[config.mk]
export PLATFORM = sky130hd
export DESIGN_NAME = bypass_ctrl
export DESIGN_NICKNAME = d
export VERILOG_FILES = /design/src/rtl/bypass_ctrl.sv
export SDC_FILE = /design/constraint.sdc
export NUM_CORES = 1
export LEC_CHECK = 0
export BUFFER_PORTS_ARGS = -buffer_cell sky130_fd_sc_hd__buf_2
export CORE_MARGIN = 5
export CORE_UTILIZATION = 40
export CTS_BUF_LIST = sky130_fd_sc_hd__clkbuf_4 sky130_fd_sc_hd__clkbuf_8
export CTS_CLUSTER_SIZE = 20
export DETAILED_ROUTE_END_ITERATION = 10
export PLACE_DENSITY_LB_ADDON = 0.25
export SYNTH_ARGS = -nofsm -noshare
export SYNTH_HDL_FRONTEND = slang
export SYNTH_SLANG_ARGS = --single-unit
[constraint.sdc]
create_clock -name clk -period 1.9 [get_ports clk]
set_input_delay 0.095 -clock clk [delete_from_list [all_inputs] [get_ports clk]]
set_output_delay 0.095 -clock clk [all_outputs]
set_load 0.03 [all_outputs]
[src/rtl/bypass_ctrl.sv]
// ---------------------------------------------------------------------------
// bypass_ctrl
//
// Operand-forwarding and load-use hazard controller at the ID/EX boundary of
// a 5-stage pipeline. It tracks the destinations of the instructions in EX,
// MEM and WB. For each of NPORTS source operands it chooses a forwarding
// source while the consumer is in ID, registers that choice into EX, and
// drives the EX operand muxes from the registered choice.
//
// Ports
//   clk, rst_n        clock (rising edge), asynchronous active-low reset
//   hold              global freeze; no register changes
//   flush             kill the ID and EX instructions (bubble into EX)
//   id_valid          ID holds a real instruction
//   id_src            source register numbers, port p at [p*ADDR_W +: ADDR_W]
//   id_src_use        port p actually reads its source
//   id_dst, id_we     destination of the ID instruction and its write enable
//   id_is_load        ID instruction is a load
//   id_reg_data       register-file read data, port p at [p*DATA_W +: DATA_W]
//   ex_mem_data       result of the instruction currently in MEM
//   mem_wb_data       result of the instruction currently in WB
//   stall             load-use stall request (combinational)
//   ex_valid          EX holds a real (non-bubble) instruction
//   ex_sel            registered select per port:
//                     00 reg, 10 ex_mem, 01 mem_wb, 11 captured WB value
//   ex_opnd           forwarded operands for EX
// ---------------------------------------------------------------------------
module bypass_ctrl #(
    parameter int DATA_W = 32,
    parameter int ADDR_W = 5,
    parameter int NPORTS = 2
) (
    input  logic                       clk,
    input  logic                       rst_n,
    input  logic                       hold,
    input  logic                       flush,
    input  logic                       id_valid,
    input  logic [NPORTS*ADDR_W-1:0]   id_src,
    input  logic [NPORTS-1:0]          id_src_use,
    input  logic [ADDR_W-1:0]          id_dst,
    input  logic                       id_we,
    input  logic                       id_is_load,
    input  logic [NPORTS*DATA_W-1:0]   id_reg_data,
    input  logic [DATA_W-1:0]          ex_mem_data,
    input  logic [DATA_W-1:0]          mem_wb_data,
    output logic                       stall,
    output logic                       ex_valid,
    output logic [NPORTS*2-1:0]        ex_sel,
    output logic [NPORTS*DATA_W-1:0]   ex_opnd
);

    localparam logic [1:0] SEL_REG = 2'b00;
    localparam logic [1:0] SEL_EXM = 2'b10;
    localparam logic [1:0] SEL_MWB = 2'b01;
    localparam logic [1:0] SEL_CAP = 2'b11;

    // Tracking slots. Only the EX slot needs is_load: a load that has
    // reached MEM or WB forwards like any other producer.
    logic                     ex_v_q,  ex_we_q,  ex_ld_q;
    logic [ADDR_W-1:0]        ex_dst_q;
    logic                     mem_v_q, mem_we_q;
    logic [ADDR_W-1:0]        mem_dst_q;
    logic                     wb_v_q,  wb_we_q;
    logic [ADDR_W-1:0]        wb_dst_q;

    logic [NPORTS*2-1:0]      sel_q,  sel_d;
    logic [NPORTS*DATA_W-1:0] rop_q;
    logic [NPORTS*DATA_W-1:0] cap_q;

    logic                     stall_any;
    logic                     load_id;
    logic [ADDR_W-1:0]        src_w;
    logic                     rd_w, hit_ex, hit_mem, hit_wb;

    // Per-port match and select decision; newest producer wins.
    always_comb begin
        stall_any = 1'b0;
        sel_d     = '0;
        src_w     = '0;
        rd_w      = 1'b0;
        hit_ex    = 1'b0;
        hit_mem   = 1'b0;
        hit_wb    = 1'b0;
        for (int p = 0; p < NPORTS; p++) begin
            src_w   = id_src[p*ADDR_W +: ADDR_W];
            // r0 is hard-wired zero and never forwarded.
            rd_w    = id_src_use[p] && (src_w != '0);
            hit_ex  = rd_w && ex_v_q  && ex_we_q  && (ex_dst_q  == src_w);
            hit_mem = rd_w && mem_v_q && mem_we_q && (mem_dst_q == src_w);
            hit_wb  = rd_w && wb_v_q  && wb_we_q  && (wb_dst_q  == src_w);
            if (hit_ex && ex_ld_q) begin
                stall_any = 1'b1;
            end
            if (hit_ex && !ex_ld_q) begin
                sel_d[2*p +: 2] = SEL_EXM;
            end else if (hit_mem) begin
                sel_d[2*p +: 2] = SEL_MWB;
            end else if (hit_wb) begin
                sel_d[2*p +: 2] = SEL_CAP;
            end else begin
                sel_d[2*p +: 2] = SEL_REG;
            end
        end
    end

    // Flush overrides the stall: the consumer is being killed anyway.
    assign stall   = id_valid && !flush && stall_any;
    assign load_id = id_valid && !stall && !flush;

    always_ff @(posedge clk or negedge rst_n) begin
        if (!rst_n) begin
            ex_v_q    <= 1'b0;
            ex_we_q   <= 1'b0;
            ex_ld_q   <= 1'b0;
            ex_dst_q  <= '0;
            mem_v_q   <= 1'b0;
            mem_we_q  <= 1'b0;
            mem_dst_q <= '0;
            wb_v_q    <= 1'b0;
            wb_we_q   <= 1'b0;
            wb_dst_q  <= '0;
            sel_q     <= '0;
            rop_q     <= '0;
            cap_q     <= '0;
        end else if (!hold) begin
            // Older instructions always advance, even under flush.
            wb_v_q    <= mem_v_q;
            wb_we_q   <= mem_we_q;
            wb_dst_q  <= mem_dst_q;
            mem_v_q   <= ex_v_q;
            mem_we_q  <= ex_we_q;
            mem_dst_q <= ex_dst_q;
            if (load_id) begin
                ex_v_q   <= 1'b1;
                ex_we_q  <= id_we;
                ex_ld_q  <= id_is_load;
                ex_dst_q <= id_dst;
                sel_q    <= sel_d;
                rop_q    <= id_reg_data;
                // The WB producer retires at this edge, so its result must
                // be captured now to be usable in EX next cycle.
                for (int p = 0; p < NPORTS; p++) begin
                    if (sel_d[2*p +: 2] == SEL_CAP) begin
                        cap_q[p*DATA_W +: DATA_W] <= mem_wb_data;
                    end
                end
            end else begin
                ex_v_q   <= 1'b0;
                ex_we_q  <= 1'b0;
                ex_ld_q  <= 1'b0;
                ex_dst_q <= '0;
                sel_q    <= '0;
                rop_q    <= '0;
            end
        end
    end

    assign ex_valid = ex_v_q;
    assign ex_sel   = sel_q;

    always_comb begin
        ex_opnd = '0;
        for (int p = 0; p < NPORTS; p++) begin
            case (sel_q[2*p +: 2])
                SEL_EXM: ex_opnd[p*DATA_W +: DATA_W] = ex_mem_data;
                SEL_MWB: ex_opnd[p*DATA_W +: DATA_W] = mem_wb_data;
                SEL_CAP: ex_opnd[p*DATA_W +: DATA_W] = cap_q[p*DATA_W +: DATA_W];
                default: ex_opnd[p*DATA_W +: DATA_W] = rop_q[p*DATA_W +: DATA_W];
            endcase
        end
    end

endmodule

# Word level (Yosys, flattened, before mapping)
# Cells that the tools add are included.
# word_totals
wordCells	80
register_bits	154
output_inout_bits	70
# classes
n_bitwise	1
n_mux	16
reduce_logical	35
n_eq_ne	14
# op_table
operator	n
$pmux 32 s3	2
$mux 64	1
$eq 5x5->1	6
$logic_and 1x1->1	28
$eq 2x2->1 const B	6
$mux 2	6
$reduce_bool 5->1	2
$reduce_and 3->1	2
$mux 1	5
$mux 5	1
$eq 2x1->1 const B	2
$mux 4	1
$logic_not 1->1	3
$not 1->1	1

# Depth between registers and ports, before layout
# Gate-level depths: netlist (run 1).
# depth
depth_word	13
depth_mapped	8

# Worst setup path before layout (run 1)
# No wires, ideal clock.
# synth_path
kind	register -> output
start	reg sel_q[1], in the netlist ex_sel[1]
end	out ex_opnd[0]
stages_incl_launch_ff	4
path_buffers	2
setup_slack_ns	-0.226
arrival_time_ns	2.031
t_required_ns	1.805
path_cell_list	dfrtp_1 > clkbuf_1 > buf_1 > mux4_2
# synth_via
elab_chain_len	2
word_cells_on_any_way	4
cone_classes	eq/ne: 3; mux: 1
# synth_lines
element	line	rtl
from (decl)	66	logic [NPORTS*2-1:0] sel_q, sel_d;
from (signal assigned)	138	sel_q <= sel_d;
$eq 2x2->1 / $eq 2x1->1 (equally long branches)	164	case (sel_q[2*p +: 2])
$pmux 32 s3 *	164	
to (decl)	49	output logic [NPORTS*DATA_W-1:0] ex_opnd
# Every way passes the cells marked *; elsewhere a longest branch is shown, timed or not.

# Final worst setup path (run 1)
# layout_path
start	reg ex_dst_q[2]
end	reg cap_q[1]
# layout_via
elab_chain_len	10
word_cells_on_any_way	16
cone_classes	eq/ne: 3; mux: 3; reduce/logical: 10
# layout_lines
element	line	rtl
from (decl)	60	logic [ADDR_W-1:0] ex_dst_q;
from (signal assigned)	137	ex_dst_q <= id_dst;
$eq 5x5->1	88	hit_ex = rd_w && ex_v_q && ex_we_q && (ex_dst_q == src_w);
$logic_and 1x1->1	88	
$logic_and 1x1->1	91	if (hit_ex && ex_ld_q) begin
$mux 1 (2 in series)	91	
$logic_and 1x1->1	107	assign stall = id_valid && !flush && stall_any;
$logic_not 1->1	108	assign load_id = id_valid && !stall && !flush;
$logic_and 1x1->1 (2 in series)	108	
$reduce_and 3->1 (no line) *	n/a	
to (signal, indexed assignment)	144	cap_q[p*DATA_W +: DATA_W] <= mem_wb_data;
to (decl)	68	logic [NPORTS*DATA_W-1:0] cap_q;
# Marks and branches as above.
# A chain may end at the register's enable or synchronous reset.

==> qor.txt, run 1 <==
Die Ht - 154 microns
CP Capture Type - flop
latest clock arrival within the worst-skew pair - 0.44 ns
Commonest cells post-synth - dfrtp_1, nand2_1, o31ai_1
Leakage Power - 0.00619 uW
synth-to-layout area growth - 52.2%
GRT Residual Overflow - 0
Die ar. - 23700 sq um
required time of the worst setup path - 2.22 ns
first-pass GRT wire length - 42700 microns
Num Clock Sinks - 154
routability cong. - 0.814
Least-Margin Pin Slew - 1.12 ns
share of cells above drive strength 1 - 48.3%
Clock Path Buffers - 2
Clock transition at path regs - 0.09 ns
Seq cells post-synth - 154
antenna violations before repair - 1
nets@finish - 1173
synth top area cells - dfrtp_1, mux4_2, o31ai_1
maximum vdd drop - 0.378 mV
core area - 20300 sq um
Worst Path Max Fanout - 5
Slew Viols, Final - 0
Placed Cells - 1133
post-synthesis sequential area ratio - 46.6%
min-delay worst type - in2async
mapped cell area - 8280 sq um
placed cell area - 10100 sq um
die width - 154 microns
Mapped Avg Cell Area - 12.9 sq um
mean number of vias per cell - 5.17
final period utilization - 124%
DR WL/cell - 21.0 microns
Buffers on Ports - 221
Iter 0 DRT Violations - 365
Sequential Power Share - 46.8%
slew margin rel. - 25.5%
Setup WS pre-CTS - -0.285 ns
Post-Layout Inst Area - 12600 sq um
Final Instance Count excl. Fillers - 1302
critical path type - reg2reg
cell with the most instances after synthesis - dfrtp_1
final setup vio count - 188
Total Routing Usage GR - 23.2%
largest net degree at the start of global routing - 91
PwrDens - 589 nW/um^2
Synth top area share - 46.6%
synthesized instance count - 640
post-route minimum period - 2.35 ns
leading area contributor after synthesis - dfrtp_1
setup ws final - -0.448 ns
Max Clock Skew - 0.0107 ns
failing checks - negative setup slack
H-Tree Depth - 4
clock network power share - 35.1%
Hold Vio Cnt, Final - 0
RSZ-0062 raised after global routing - true
status - finished, violations left
worst path arrival time - 2.67 ns
Post-synth EDFFs - 0
count of unique library cells instantiated by Yosys - 36
ys flop type - dfrtp_1
area occupied by multi-input gates - 4040 sq um
Via Count - 6729
DP HPWL - 16000 microns
number of global-route vias before repair - 7512
switching share of power - 26.2%
crit start category - flop
Post-DRT Antenna Nets - 0
CTS tree - done
yosys warns - 0
# IOs - 222
Syn Nets - 792
combinational share of power - 18.0%
setup_tns - -43.83 ns
Psw - 1950 uW
Int Pwr - 5470 uW
root buffer cell - clkbuf_8
CTS Buf Count - 17
f_max - 0.426 GHz
standard-cell rows - 52
fraction of registers with async set/reset - 100%
MaxCap Viol Count - 0
Reg area - 3860 sq um
Routed WL - 27400 microns
First-pass DRT Iterations - 4
effective utilization at floorplan - 40.8%
fill cell count - 1565
total power draw - 7420 uW
DRC Markers - 0
==> flip-flops by register name, indices dropped and copies added, names as in the netlist <==
name / count
mem_dst_q: 5
wb_dst_q: 5
ex_ld_q: 1
ex_sel: 4
wb_we_q: 1
rop_q: 64
mem_we_q: 1
ex_we_q: 1
ex_dst_q: 5
wb_v_q: 1
cap_q: 64
ex_valid: 1
mem_v_q: 1
==> metal layers <==
layer / vias up / wire length [microns] / global-route usage (%) / part of all wire [%]
met5: - / 0 / 0 / 0
met4: 0 / 414 / 5.05 / 1.5
met3: 34 / 1890 / 5.26 / 6.9
met2: 286 / 14000 / 40.3 / 51
met1: 3337 / 11100 / 29.8 / 40
li1: 3072 / - / - / -
==> stage by stage <==
step / hold slack, ns / util, %
global route: 0.117 / 62.0
global placement: 0.0210 / 49.8
detailed placement: 0.0243 / 49.8
CTS: 0.103 / 61.4
finish: 0.119 / 62.1
floorplan: -0.201 / -
==> kinds of logic (layout without fill, tap and decap cells) <==
| logic type | Yosys count | count (layout) | share of synthesized area (%) |
|---|---|---|---|
| flops | 154 | 154 | 46.6 |
| other cells | 0 | 1 | 0 |
| compound gates | 87 | 87 | 8.36 |
| mux | 142 | 142 | 29.6 |
| simple gates | 105 | 105 | 6.08 |
| buf+inv | 122 | 513 | 6.20 |
| xor+xnor | 30 | 30 | 3.18 |
==> path summary, 6_finish.rpt <==
| check | end | cells past startpoint | from | slack (ns) |
|---|---|---|---|---|
| max | cap_q[1] | 8 | ex_dst_q[2] | -0.45 |
| min | cap_q[41] | 2 | rst_n | 0.12 |
| max reg2reg | cap_q[1] | 8 | ex_dst_q[2] | -0.45 |
| min reg2reg | rop_q[48] | 2 | rop_q[48] | 0.48 |
| max in group asynchronous | cap_q[25] | 3 | rst_n | 1.05 |
| min in group clk | ex_sel[2] | 5 | id_src_use[1] | 0.24 |
==> cells in the final DEF, fill, tap and decap left out, drive strengths merged <==
cell / instances
a21oi: 3
a2bb2oi: 1
a31oi: 1
and3: 1
and3b: 1
and4: 1
buf: 303
bufbuf: 3
bufinv: 3
clkbuf: 23
clkinv: 2
clkinvlp: 2
dfrtp: 154
diode: 1
dlygate4sd3: 104
inv: 73
mux2: 78
mux4: 64
nand2: 83
nand3: 4
nand4: 3
nand4b: 1
nor3: 1
nor4: 4
o2111ai: 1
o21a: 1
o21ai: 3
o22ai: 1
o31ai: 74
o41ai: 2
or3b: 1
or4: 5
xnor2: 24
xor2: 6
==> layout make-up <==
cell class,count,share of cell area [%]
Antenna cell,1,0.0199
Clock buffer,22,2.25
Clock inverter,7,0.944
Inverter,73,2.18
Multi-Input combinational cell,364,32.1
Sequential cell,154,30.6
Tap cell,270,2.68
Timing Repair Buffer,411,29.2
==> power groups by stage <==
stage | clock, uW | combinational, uW | sequential, uW
finish | 2610 | 1340 | 3480
global route | 2820 | 1440 | 3490
CTS | 2670 | 1290 | 3470
detailed placement | 0 | 1050 | 3540
global placement | 0 | 1040 | 3530
floorplan | 0 | 551 | 3520
==> critical path, stage by stage (launching register included) <==
cell and delay, ns:
dfrtp_1 0.40, xnor2_1 0.16, nand2_1 0.09, or4_4 0.53
buf_4 0.16, o2111ai_4 0.21, buf_6 0.14, bufbuf_16 0.25
mux2_4 0.29
==> repair_timing <==
| item | CTS | global route |
|---|---|---|
| pin swaps | 8 | 11 |
| hold endpoints to repair | 289 | 0 |
| setup buffers | 20 | 11 |
| endpoints found under the setup margin | 195 | 205 |
| hold buffers | 104 | 0 |
| resized for setup | 109 | 91 |
| cloned | 14 | 1 |
Power figures use the tool's default switching activity.
==> run 2, diff against run 1 <==
--- a/config.mk
+++ b/config.mk
@@ -7,7 +7,7 @@
 export LEC_CHECK = 0
 export BUFFER_PORTS_ARGS = -buffer_cell sky130_fd_sc_hd__buf_2
 export CORE_MARGIN = 5
-export CORE_UTILIZATION = 40
+export CORE_UTILIZATION = 59
 export CTS_BUF_LIST = sky130_fd_sc_hd__clkbuf_4 sky130_fd_sc_hd__clkbuf_8
 export CTS_CLUSTER_SIZE = 20
 export DETAILED_ROUTE_END_ITERATION = 10
==> constraint.sdc (replaced) <==
create_clock -name clk -period 2.8 [get_ports clk]
set_input_delay 0.14 -clock clk [delete_from_list [all_inputs] [get_ports clk]]
set_output_delay 0.14 -clock clk [all_outputs]
set_load 0.03 [all_outputs]
==> run 2 against run 1 <==
  * The flow now finishes without violations
  * Clock skew up 0.0015 ns
  * Utilization increased by 18 points
  * Register-to-register slack better by 0.80 ns
  * Global-route usage rose by 7.5 points
  * Critical endpoint is now stall
==> qor.txt, run 2 (same netlist as run 1, synthesis figures left out) <==
status - finished, final reports clean (was finished, violations left)
MaxCap Viol Count - 0 (unchanged)
Post-CTS Resized - 0 (was 109)
RSZ-0062 raised after global routing - false (was true)
Int Pwr - 3810 uW (was 5470 uW)
critical path type - reg2out (was reg2reg)
CTS tree - done (unchanged)
DRC Markers - 0 (unchanged)
required time of the worst setup path - 2.66 ns (was 2.22 ns)
Iter 0 DRT Violations - 586 (was 365)
final setup vio count - 0 (was 188)
DP HPWL - 15500 microns (was 16000 microns)
synth-to-layout area growth - 34.1% (was 52.2%)
antenna violations before repair - 1 (unchanged)
# IOs - 222 (unchanged)
FF-to-FF Start - ex_dst_q[3] (was ex_dst_q[2])
H-Tree Depth - 4 (unchanged)
CP bufs+invs - 1 (was 3)
worst path arrival time - 2.46 ns (was 2.67 ns)
DR WL/cell - 21.6 microns (was 21.0 microns)
f_max - 0.385 GHz
setup ws final - 0.201 ns (was -0.448 ns)
effective utilization at floorplan - 59.8% (was 40.8%)
crit start category - flop (unchanged)
die width - 128 microns (was 154 microns)
most common cell after layout, fill and taps aside - buf_2 (unchanged)
combinational share of power - 15.5% (was 18.0%)
Die Ht - 128 microns (was 154 microns)
Hold Vio Cnt, Final - 0 (unchanged)
switching share of power - 25.4% (was 26.2%)
Routed WL - 24800 microns (was 27400 microns)
post-route minimum period - 2.60 ns
Clock Path Buffers - 2 (unchanged)
Setup WS pre-CTS - 0.463 ns (was -0.285 ns)
first-pass GRT wire length - 39400 microns (was 42700 microns)
Post-Route Hold Slack - 0.226 ns (was 0.119 ns)
routability cong. - 0.896 (was 0.814)
area occupied by multi-input gates - 3920 sq um (was 4040 sq um)
CTS Buf Count - 17 (unchanged)
slew margin rel. - 30.5% (was 25.5%)
Via Count - 6852 (was 6729)
Slew Viols, Final - 0 (unchanged)
Max Clock Skew - 0.0122 ns (was 0.0107 ns)
Least-Margin Pin Slew - 1.04 ns (was 1.12 ns)
share of cells above drive strength 1 - 44.5% (was 48.3%)
Clock transition at path regs - 0.08 ns (was 0.09 ns)
nets@finish - 1107 (was 1173)
largest net degree at the start of global routing - 91 (unchanged)
Psw - 1290 uW (was 1950 uW)
CP Capture Type - output port (was flop)
PwrDens - 460 nW/um^2 (was 589 nW/um^2)
First-pass DRT Iterations - 5 (was 4)
maximum vdd drop - 0.348 mV (was 0.378 mV)
mean number of vias per cell - 5.96 (was 5.17)
core area - 13800 sq um (was 20300 sq um)
Num Clock Sinks - 154 (unchanged)
Leakage Power - 0.00558 uW (was 0.00619 uW)
setup_tns - 0 ns (was -43.83 ns)
Slowest cell on crit path - nor4_2 (was or4_4)
most frequent cells in the layout - buf_2, dfrtp_1, dlygate4sd3_1, nand2_1, o31ai_1 (unchanged)
crit-path cells - xor2_1, nor4_2, nand3_1, a21oi_4, and3b_1, buf_2 (was xnor2_1, nand2_1, or4_4, buf_4, o2111ai_4, buf_6, bufbuf_16, mux2_4)
Post-DRT Antenna Nets - 0 (unchanged)
Reg-to-Reg End - cap_q[45] (was cap_q[1])
Buffers on Ports - 221 (unchanged)
GRT Residual Overflow - 0 (unchanged)
Reg area - 3860 sq um (unchanged)
Slowest Stage Delay on Critical Path - 0.55 ns (was 0.53 ns)
Total Routing Usage GR - 30.7% (was 23.2%)
worst reg2reg setup slack - 0.35 ns (was -0.45 ns)
Die ar. - 16500 sq um (was 23700 sq um)
standard-cell rows - 43 (was 52)
root buffer cell - clkbuf_8 (unchanged)
latest clock arrival within the worst-skew pair - 0.44 ns (about the same)
R2R depth - 6 (was 8)
clock network power share - 38.0% (was 35.1%)
min-delay worst type - in2async (unchanged)
Largest regs - cap_q: 64 flops, rop_q: 64 flops (unchanged)
fill cell count - 761 (was 1565)
final period utilization - 92.8%
Sequential Power Share - 46.5% (was 46.8%)
largest delay contributor family on the critical path - simple AND/OR/NAND/NOR gates (unchanged)
Worst Path Max Fanout - 4 (was 5)
number of global-route vias before repair - 7614 (was 7512)
[run 2: area by class of cell]
cell class,instances,share of cell area [%]
Antenna cell,1,0.0225
Clock buffer,26,3.00
Clock inverter,6,1.20
Inverter,73,2.47
Multi-Input combinational cell,364,35.3
Sequential cell,154,34.8
Tap cell,180,2.03
Timing Repair Buffer,345,21.2
[run 2: worst max-delay path by stage]
stage | startpoint | end | slack [ns] | cells past startpoint
5_1_grt | ex_dst_q[3] | stall | 0.06 | 6
4_1_cts | ex_dst_q[3] | stall | 0.21 | 6
3_3_place_gp | ex_dst_q[3] | cap_q[51] | 0.55 | 6
3_5_place_dp | ex_dst_q[3] | ex_valid | 0.46 | 6
6_report | ex_dst_q[3] | stall | 0.20 | 6
2_1_floorplan | ex_sel[1] | ex_opnd[0] | 0.63 | 3
[run 2: power by group through the flow]
stage               logic [uW]  registers (uW)  clock network [uW]
CTS                        778            2370                1970
finish                     792            2370                1940
global route               849            2380                2070
floorplan                  371            2390                   0
global placement           646            2400                   0
detailed placement         664            2410                   0
[run 2: timing repair]
item                       4_1_cts  5_1_grt
setup endpoints to repair        0        0
hold buffers                   104        0
buffers inserted                 0        0
hold endpoints to repair       190        0
[run 2: worst register-to-register path, cell delays in order (launching register included)]
cell,delay (ns)
dfrtp_1,0.44
xor2_1,0.17
nor4_2,0.55
nand4_1,0.29
nand4b_4,0.16
buf_4,0.33
mux2_2,0.40
[run 2: layer usage]
metal / routed length [microns] / track usage (%) / vias up
met5: 0 / 0 / -
met4: 939 / 13.8 / 0
met3: 1870 / 7.43 / 79
met2: 12800 / 52.6 / 362
met1: 9230 / 37.0 / 3475
li1: - / - / 2936
[run 2: through the flow]
| stage | std cells | util, % | power, uW | instance area (sq um) |
|---|---|---|---|---|
| final | 1149 | 80.3 | 5100 | 11100 |
| after floorplan | 640 | - | 2760 | 8280 |
| after detailed placement | 1012 | 69.4 | 3070 | 9590 |
| after global placement | 1012 | 69.4 | 3050 | 9590 |
| after global routing | 1149 | 80.3 | 5290 | 11100 |
| after CTS | 1148 | 80.2 | 5110 | 11100 |
